## src/rtl/stall_ctrl_multi_if.sv

```systemverilog
// Handshake bundle between the pipeline hazard sources and the stall controller.
// The controller takes the slave side; whoever drives the requests takes master.
interface stall_ctrl_multi_if #(
    parameter int NUM_STAGES = 5,
    parameter int PERF_W     = 16
);
    logic                  id_stop;
    logic                  mem_stop_end;
    logic                  ex_stop;
    logic                  flush_req;
    logic [NUM_STAGES-1:0] stall;
    logic                  flush;
    logic                  busy;
    logic                  timeout_err;
    logic [PERF_W-1:0]     perf_stall_cnt;

    modport master (
        output id_stop, mem_stop_end, ex_stop, flush_req,
        input  stall, flush, busy, timeout_err, perf_stall_cnt
    );

    modport slave (
        input  id_stop, mem_stop_end, ex_stop, flush_req,
        output stall, flush, busy, timeout_err, perf_stall_cnt
    );
endinterface

```

## src/rtl/stall_ctrl_multi.sv

```systemverilog
// Pipeline stall controller: arbitrates load-use, multicycle-EX and flush requests
// into a registered per-stage stall vector, with a saturating stall-cycle counter.
module stall_ctrl_multi #(
    parameter int          NUM_STAGES      = 5,
    parameter int          HOLD_CYCLES     = 4,
    parameter int          RELEASE_MODE    = 0,
    parameter logic [31:0] LOAD_STALL_MASK = 32'b00011,
    parameter logic [31:0] EX_STALL_MASK   = 32'b00111,
    parameter int          PERF_W          = 16
) (
    input  logic               clk,
    input  logic               rst,
    stall_ctrl_multi_if.slave  bus
);
    localparam int              CNT_W      = (HOLD_CYCLES > 1) ? $clog2(HOLD_CYCLES) : 1;
    localparam logic [CNT_W-1:0] CNT_RELOAD = CNT_W'(HOLD_CYCLES - 1);
    localparam bit              MODE1      = (RELEASE_MODE == 1);

    typedef enum logic [1:0] {IDLE, LOAD_HOLD, EX_HOLD} state_t;

    state_t                state_reg, state_next;
    logic [CNT_W-1:0]      cnt_reg, cnt_next;
    logic                  load_pend_reg, load_pend_next;
    logic [NUM_STAGES-1:0] stall_reg, stall_next;
    logic                  flush_reg, flush_next;
    logic                  timeout_reg, timeout_next;
    logic [PERF_W-1:0]     perf_reg;
    logic [NUM_STAGES-1:0] load_mask, ex_mask;
    logic                  mem_release;

    // Only the low NUM_STAGES mask bits name real stages.
    genvar gi;
    generate
        for (gi = 0; gi < NUM_STAGES; gi++) begin : g_mask
            assign load_mask[gi] = LOAD_STALL_MASK[gi];
            assign ex_mask[gi]   = EX_STALL_MASK[gi];
        end
    endgenerate

    assign mem_release = MODE1 && bus.mem_stop_end;

    always_ff @(posedge clk) begin
        if (rst) begin
            state_reg     <= IDLE;
            cnt_reg       <= '0;
            load_pend_reg <= 1'b0;
            stall_reg     <= '0;
            flush_reg     <= 1'b0;
            timeout_reg   <= 1'b0;
            perf_reg      <= '0;
        end else begin
            state_reg     <= state_next;
            cnt_reg       <= cnt_next;
            load_pend_reg <= load_pend_next;
            stall_reg     <= stall_next;
            flush_reg     <= flush_next;
            timeout_reg   <= timeout_next;
            if (stall_reg != '0 && perf_reg != {PERF_W{1'b1}})
                perf_reg <= perf_reg + 1'b1;
        end
    end

    always_comb begin
        state_next     = state_reg;
        cnt_next       = cnt_reg;
        load_pend_next = load_pend_reg;
        if (bus.flush_req) begin
            state_next     = IDLE;
            cnt_next       = '0;
            load_pend_next = 1'b0;
        end else begin
            unique case (state_reg)
                IDLE: begin
                    if (bus.ex_stop) begin
                        state_next = EX_HOLD;
                    end else if (bus.id_stop) begin
                        state_next = LOAD_HOLD;
                        cnt_next   = CNT_RELOAD;
                    end
                end
                LOAD_HOLD: begin
                    if (bus.ex_stop) begin
                        state_next     = EX_HOLD;
                        load_pend_next = 1'b1;
                    end else if (bus.id_stop) begin
                        cnt_next = CNT_RELOAD;
                    end else if (mem_release || cnt_reg == '0) begin
                        state_next = IDLE;
                    end else begin
                        cnt_next = cnt_reg - 1'b1;
                    end
                end
                EX_HOLD: begin
                    if (mem_release)
                        load_pend_next = 1'b0;
                    // A new load-use hazard wins over a same-edge MEM release.
                    if (bus.id_stop) begin
                        load_pend_next = 1'b1;
                        cnt_next       = CNT_RELOAD;
                    end
                    if (!bus.ex_stop) begin
                        state_next     = load_pend_next ? LOAD_HOLD : IDLE;
                        load_pend_next = 1'b0;
                    end
                end
                default: state_next = IDLE;
            endcase
        end
    end

    always_comb begin
        flush_next   = bus.flush_req;
        timeout_next = MODE1 && !bus.flush_req && state_reg == LOAD_HOLD &&
                       !bus.ex_stop && !bus.id_stop && !mem_release && cnt_reg == '0;
        unique case (state_next)
            LOAD_HOLD: stall_next = load_mask;
            EX_HOLD:   stall_next = ex_mask;
            default:   stall_next = '0;
        endcase
    end

    assign bus.stall          = stall_reg;
    assign bus.flush          = flush_reg;
    assign bus.busy           = (state_reg != IDLE);
    assign bus.timeout_err    = timeout_reg;
    assign bus.perf_stall_cnt = perf_reg;
endmodule

```

## src/flat_wrapper.sv

```systemverilog
// flat-port wrapper written by rule: the top's interface ports become plain ports
module stall_ctrl_multi_flat 
#(
    parameter int          NUM_STAGES      = 5,
    parameter int          HOLD_CYCLES     = 4,
    parameter int          RELEASE_MODE    = 0,
    parameter logic [31:0] LOAD_STALL_MASK = 32'b00011,
    parameter logic [31:0] EX_STALL_MASK   = 32'b00111,
    parameter int          PERF_W          = 16
)
  (clk, rst, bus_id_stop, bus_mem_stop_end, bus_ex_stop, bus_flush_req, bus_stall, bus_flush, bus_busy, bus_timeout_err, bus_perf_stall_cnt);
  stall_ctrl_multi_if #(.NUM_STAGES(NUM_STAGES), .PERF_W(PERF_W)) bus_i ();
  input  logic clk;
  input  logic rst;
  input wire logic [$bits(bus_i.id_stop)-1:0] bus_id_stop;
  input wire logic [$bits(bus_i.mem_stop_end)-1:0] bus_mem_stop_end;
  input wire logic [$bits(bus_i.ex_stop)-1:0] bus_ex_stop;
  input wire logic [$bits(bus_i.flush_req)-1:0] bus_flush_req;
  output wire logic [$bits(bus_i.stall)-1:0] bus_stall;
  output wire logic [$bits(bus_i.flush)-1:0] bus_flush;
  output wire logic [$bits(bus_i.busy)-1:0] bus_busy;
  output wire logic [$bits(bus_i.timeout_err)-1:0] bus_timeout_err;
  output wire logic [$bits(bus_i.perf_stall_cnt)-1:0] bus_perf_stall_cnt;
  assign bus_i.id_stop = bus_id_stop;
  assign bus_i.mem_stop_end = bus_mem_stop_end;
  assign bus_i.ex_stop = bus_ex_stop;
  assign bus_i.flush_req = bus_flush_req;
  assign bus_stall = bus_i.stall;
  assign bus_flush = bus_i.flush;
  assign bus_busy = bus_i.busy;
  assign bus_timeout_err = bus_i.timeout_err;
  assign bus_perf_stall_cnt = bus_i.perf_stall_cnt;
  stall_ctrl_multi #(.NUM_STAGES(NUM_STAGES), .HOLD_CYCLES(HOLD_CYCLES), .RELEASE_MODE(RELEASE_MODE), .LOAD_STALL_MASK(LOAD_STALL_MASK), .EX_STALL_MASK(EX_STALL_MASK), .PERF_W(PERF_W)) u_core (.clk(clk), .rst(rst), .bus(bus_i));
endmodule
```

## config.mk

```make
export PLATFORM = sky130hd
export DESIGN_NAME = stall_ctrl_multi_flat
export DESIGN_NICKNAME = d
export VERILOG_FILES = /design/src/rtl/stall_ctrl_multi_if.sv /design/src/rtl/stall_ctrl_multi.sv /design/src/flat_wrapper.sv
export SDC_FILE = /design/constraint.sdc
export NUM_CORES = 1
export LEC_CHECK = 0
export CAP_MARGIN = 20
export CORE_ASPECT_RATIO = 0.8
export CORE_UTILIZATION = 49
export CTS_CLUSTER_SIZE = 25
export DETAILED_ROUTE_END_ITERATION = 8
export GPL_ROUTABILITY_DRIVEN = 0
export PLACE_DENSITY = 0.79
export SYNTH_ARGS = -nofsm -noshare
export SYNTH_HDL_FRONTEND = slang
export SYNTH_SLANG_ARGS = --single-unit
```

## constraint.sdc

```tcl
create_clock -name clk -period 1.8 [get_ports clk]
set_input_delay 0.27 -clock clk [delete_from_list [all_inputs] [get_ports clk]]
set_output_delay 0.27 -clock clk [all_outputs]
set_load 0.005 [all_outputs]
```

==> flow_metrics.py <==
metrics = {
    "sta": {
        "fmax_ghz": 0.5826,
        "hold_viol_final": 0,
        "rsz0062_at_grt": "false",
        "fin_crit_sh": 0.9536,
        "whs_ns": 0.5024,
        "period_needed_ns": 1.716,
        "tns_ns": 0,
        "finalMaxSlewViolations": 0,
        "setup-violations-final": 0,
        "fin_skew_ns": 0.01082,
    },
    "power_and_ir_drop": {
        "p_total_mw": 1.042,
        "p_leak_nw": 0.5753,
        "irDropWorstVdd_mv": 0.5927,
        "powerDensity_nw_per_um2": 635.0,
    },
    "synth": {
        "synthDistinctLibCells": 47,
        "synth-seq-cells": 24,
        "yosys_warnings": 0,
        "synth-main-ff-cell": "dfxtp_1",
        "yosys.area_share.simple": 0.2951,
        "synth-xor-area-share": 0,
        "yosys.area_share.adder": 0.02941,
        "syn_inst": 143,
        "synth_edf_count": 0,
        "seq_area_frac_synth": 0.3765,
        "ys_async_sr_fraction": 0,
        "synth_area_per_cell_um2": 8.925,
        "synth_compound_area_frac": 0.2000,
        "syn_area_um2": 1276,
        "yosys-mux-area-fraction": 0.02745,
        "synth_top_family_by_area": "simple AND/OR/NAND/NOR gates",
    },
    "drt": {
        "routedWlPerCell_um": 14.72,
        "drcViolationCount": 0,
        "drt_iter0_markers": 67,
        "ant_nets": 0,
        "viasPerCell": 5.837,
        "wirelength_mm": 3.076,
        "first_pass_iters": 4,
        "num_vias": 1220,
    },
    "clock_tree": {
        "cts_tree": "done",
        "clk_pin_slew_ns": 0.14,
        "cts_buffers": 3,
        "worst_skew_pair.late_latency_ns": 0.33,
        "clockBufferDepth": 2,
        "cts.sinks": 24,
        "root_buffer": "clkbuf_4",
        "htree_levels": 1,
        "cts_setup_buffers": 0,
    },
    "worst_setup_path": {
        "r2r_slack_ns": 0.12,
        "crit_required_ns": 1.53,
        "arrival_ns": 1.45,
        "crit_chain": "clkdlybuf4s50_1",
        "max_stage_delay_ns": 0.58,
        "cp_num_buf_inv": 1,
        "rr_startpoint": "u_core.bus.perf_stall_cnt[9]",
        "reg2reg_depth": 4,
        "critical_path_class": "flop to output pin",
        "cp_max_fo": 7,
        "slowest_stage": "clkdlybuf4s50_1",
        "r2r_end": "u_core.bus.perf_stall_cnt[14]",
        "crit_path_end_kind": "output pin",
        "critical-path-top-delay-family": "buffers and inverters",
        "cp-start-kind": "flop",
    },
    "floorplanning": {
        "rows": 16,
        "ioPinCount": 30,
        "initial_core_util": 0.5183,
        "dieArea_um2": 2814,
        "die_h_um": 47.65,
        "die_w_um": 59.06,
        "core_area_um2": 2462,
    },
    "global_route": {
        "grt_start_max_net_pins": 16,
        "grt_pass1_vias": 1127,
        "track_usage": 0.2447,
        "antenna_found_initial": 0,
        "grt_pass1_wl_mm": 5.092,
        "gr-total-overflow": 0,
    },
    "finish": {
        "largest_reg_flops": 16,
        "layout.nets": 183,
        "n_fill_cell": 211,
        "drive_gt1_frac": 0.1561,
        "diodes": 0,
        "final_util": 0.6662,
        "multi_input_area_um2": 718.2,
        "seq_area_um2": 488.0,
        "area_growth_pct": 28.53,
        "postLayoutCellArea_um2": 1640,
    },
    "status": {
        "outcome": "completed",
    },
    "placed_design": {
        "dpl_cell_area_um2": 1578,
        "hpwl_mm": 2.187,
        "io_buffer_count": 25,
    },
    "worst_hold_path": {
        "min_path_cells": 2,
        "holdPathEnd": "u_core.cnt_reg[1]",
        "hold_start": "u_core.cnt_reg[1]",
        "hold_path_class": "flop to flop",
    },
    "flow_run": {
        "cap_viol_max_count": 0,
    },
}
## placed cells by master, fill, tap and decap left out, drive strengths merged, types with 3 or more instances in the layout
master / instances
o31ai: 6
nor2b: 4
dfxtp: 24
a21oi: 12
and3: 3
ha: 3
nand4: 5
clkdlybuf4s50: 25
o21ai: 4
nand2: 8
conb: 3
nand3: 8
or4: 6
nor3: 4
inv: 9
clkbuf: 3
buf: 7
nor2: 12
## stage by stage
stage | std cells | worst slack (ns)
floorplan | 145 | 0.1157
global placement | 205 | 0.1505
detailed placement | 205 | 0.04582
CTS | 209 | 0.03994
global route | 209 | 0.02204
finish | 209 | 0.08359
## worst reg2reg max path, stage by stage (launching register included)
cell	delay [ns]
dfxtp_1	0.53
and4_2	0.33
nand3_1	0.13
or4_1	0.45
a21oi_1	0.17
## cells in the mapped netlist (all sizes together), types with 2 or more instances
master / instances / area (um^2)
a2111oi: 2 / 17.52
a21oi: 12 / 60.06
a311oi: 2 / 23.77
a31oi: 2 / 27.53
and3: 3 / 20.02
buf: 6 / 46.29
clkbuf: 2 / 7.510
dfxtp: 24 / 480.5
ha: 3 / 37.54
inv: 9 / 33.78
mux2i: 2 / 20.02
nand2: 8 / 30.03
nand3: 8 / 57.56
nand4: 5 / 46.29
nor2: 12 / 45.04
nor2b: 4 / 25.02
nor3: 4 / 20.02
nor4: 2 / 27.53
o21ai: 4 / 20.02
o31ai: 6 / 45.04
or3: 2 / 13.77
or4: 6 / 45.04
## cells by family after synthesis
kind of cell	after synthesis
mux	3
buf+inv	17
fa+ha+maj	3
other cells	1
flops	24
compound gates	35
simple gates	60
## metal layers
metal	vias to the layer above	global-route usage	routed length, um
li1	589	-	-
met1	577	0.2977	1359
met2	46	0.4318	1511
met3	8	0.06486	157
met4	0	0.08095	48
met5	-	0	0
## how the worst max path moves through the flow
stage	from	endpoint	slack (ns)	depth (start not counted)
floorplan	u_core.bus.perf_stall_cnt[0]	u_core.bus.perf_stall_cnt[0]	0.12	5
global placement	bus_ex_stop	u_core.cnt_reg[1]	0.15	5
detailed placement	bus_ex_stop	u_core.cnt_reg[1]	0.05	5
CTS	u_core.state_reg[1]	bus_busy	0.04	2
global route	u_core.bus.perf_stall_cnt[0]	u_core.bus.perf_stall_cnt[14]	0.02	5
finish	u_core.bus.perf_stall_cnt[9]	bus_perf_stall_cnt[9]	0.08	1
## area by class of cell
class / count / share of cell area
clock inverter: 1 / 0.01831
inverter: 9 / 0.02060
timing repair buffer: 32 / 0.1846
sequential: 24 / 0.2975
tap: 36 / 0.02746
clock buffer: 3 / 0.01373
multi-input combinational: 104 / 0.4378
## report_power, final
part	switching, mW	internal [mW]	total (mW)
sequential	0.0116	0.543	0.555
clock	0.169	0.225	0.395
combinational	0.0422	0.0495	0.0917
## repair_timing
| item | CTS | global route |
|---|---|---|
| hold buffers | 0 | 0 |
| endpoints found under the setup margin | 0 | 3 |
| gates resized for setup | 0 | 6 |
| endpoints found under the hold margin | 0 | 0 |
Power figures use the tool's default switching activity.
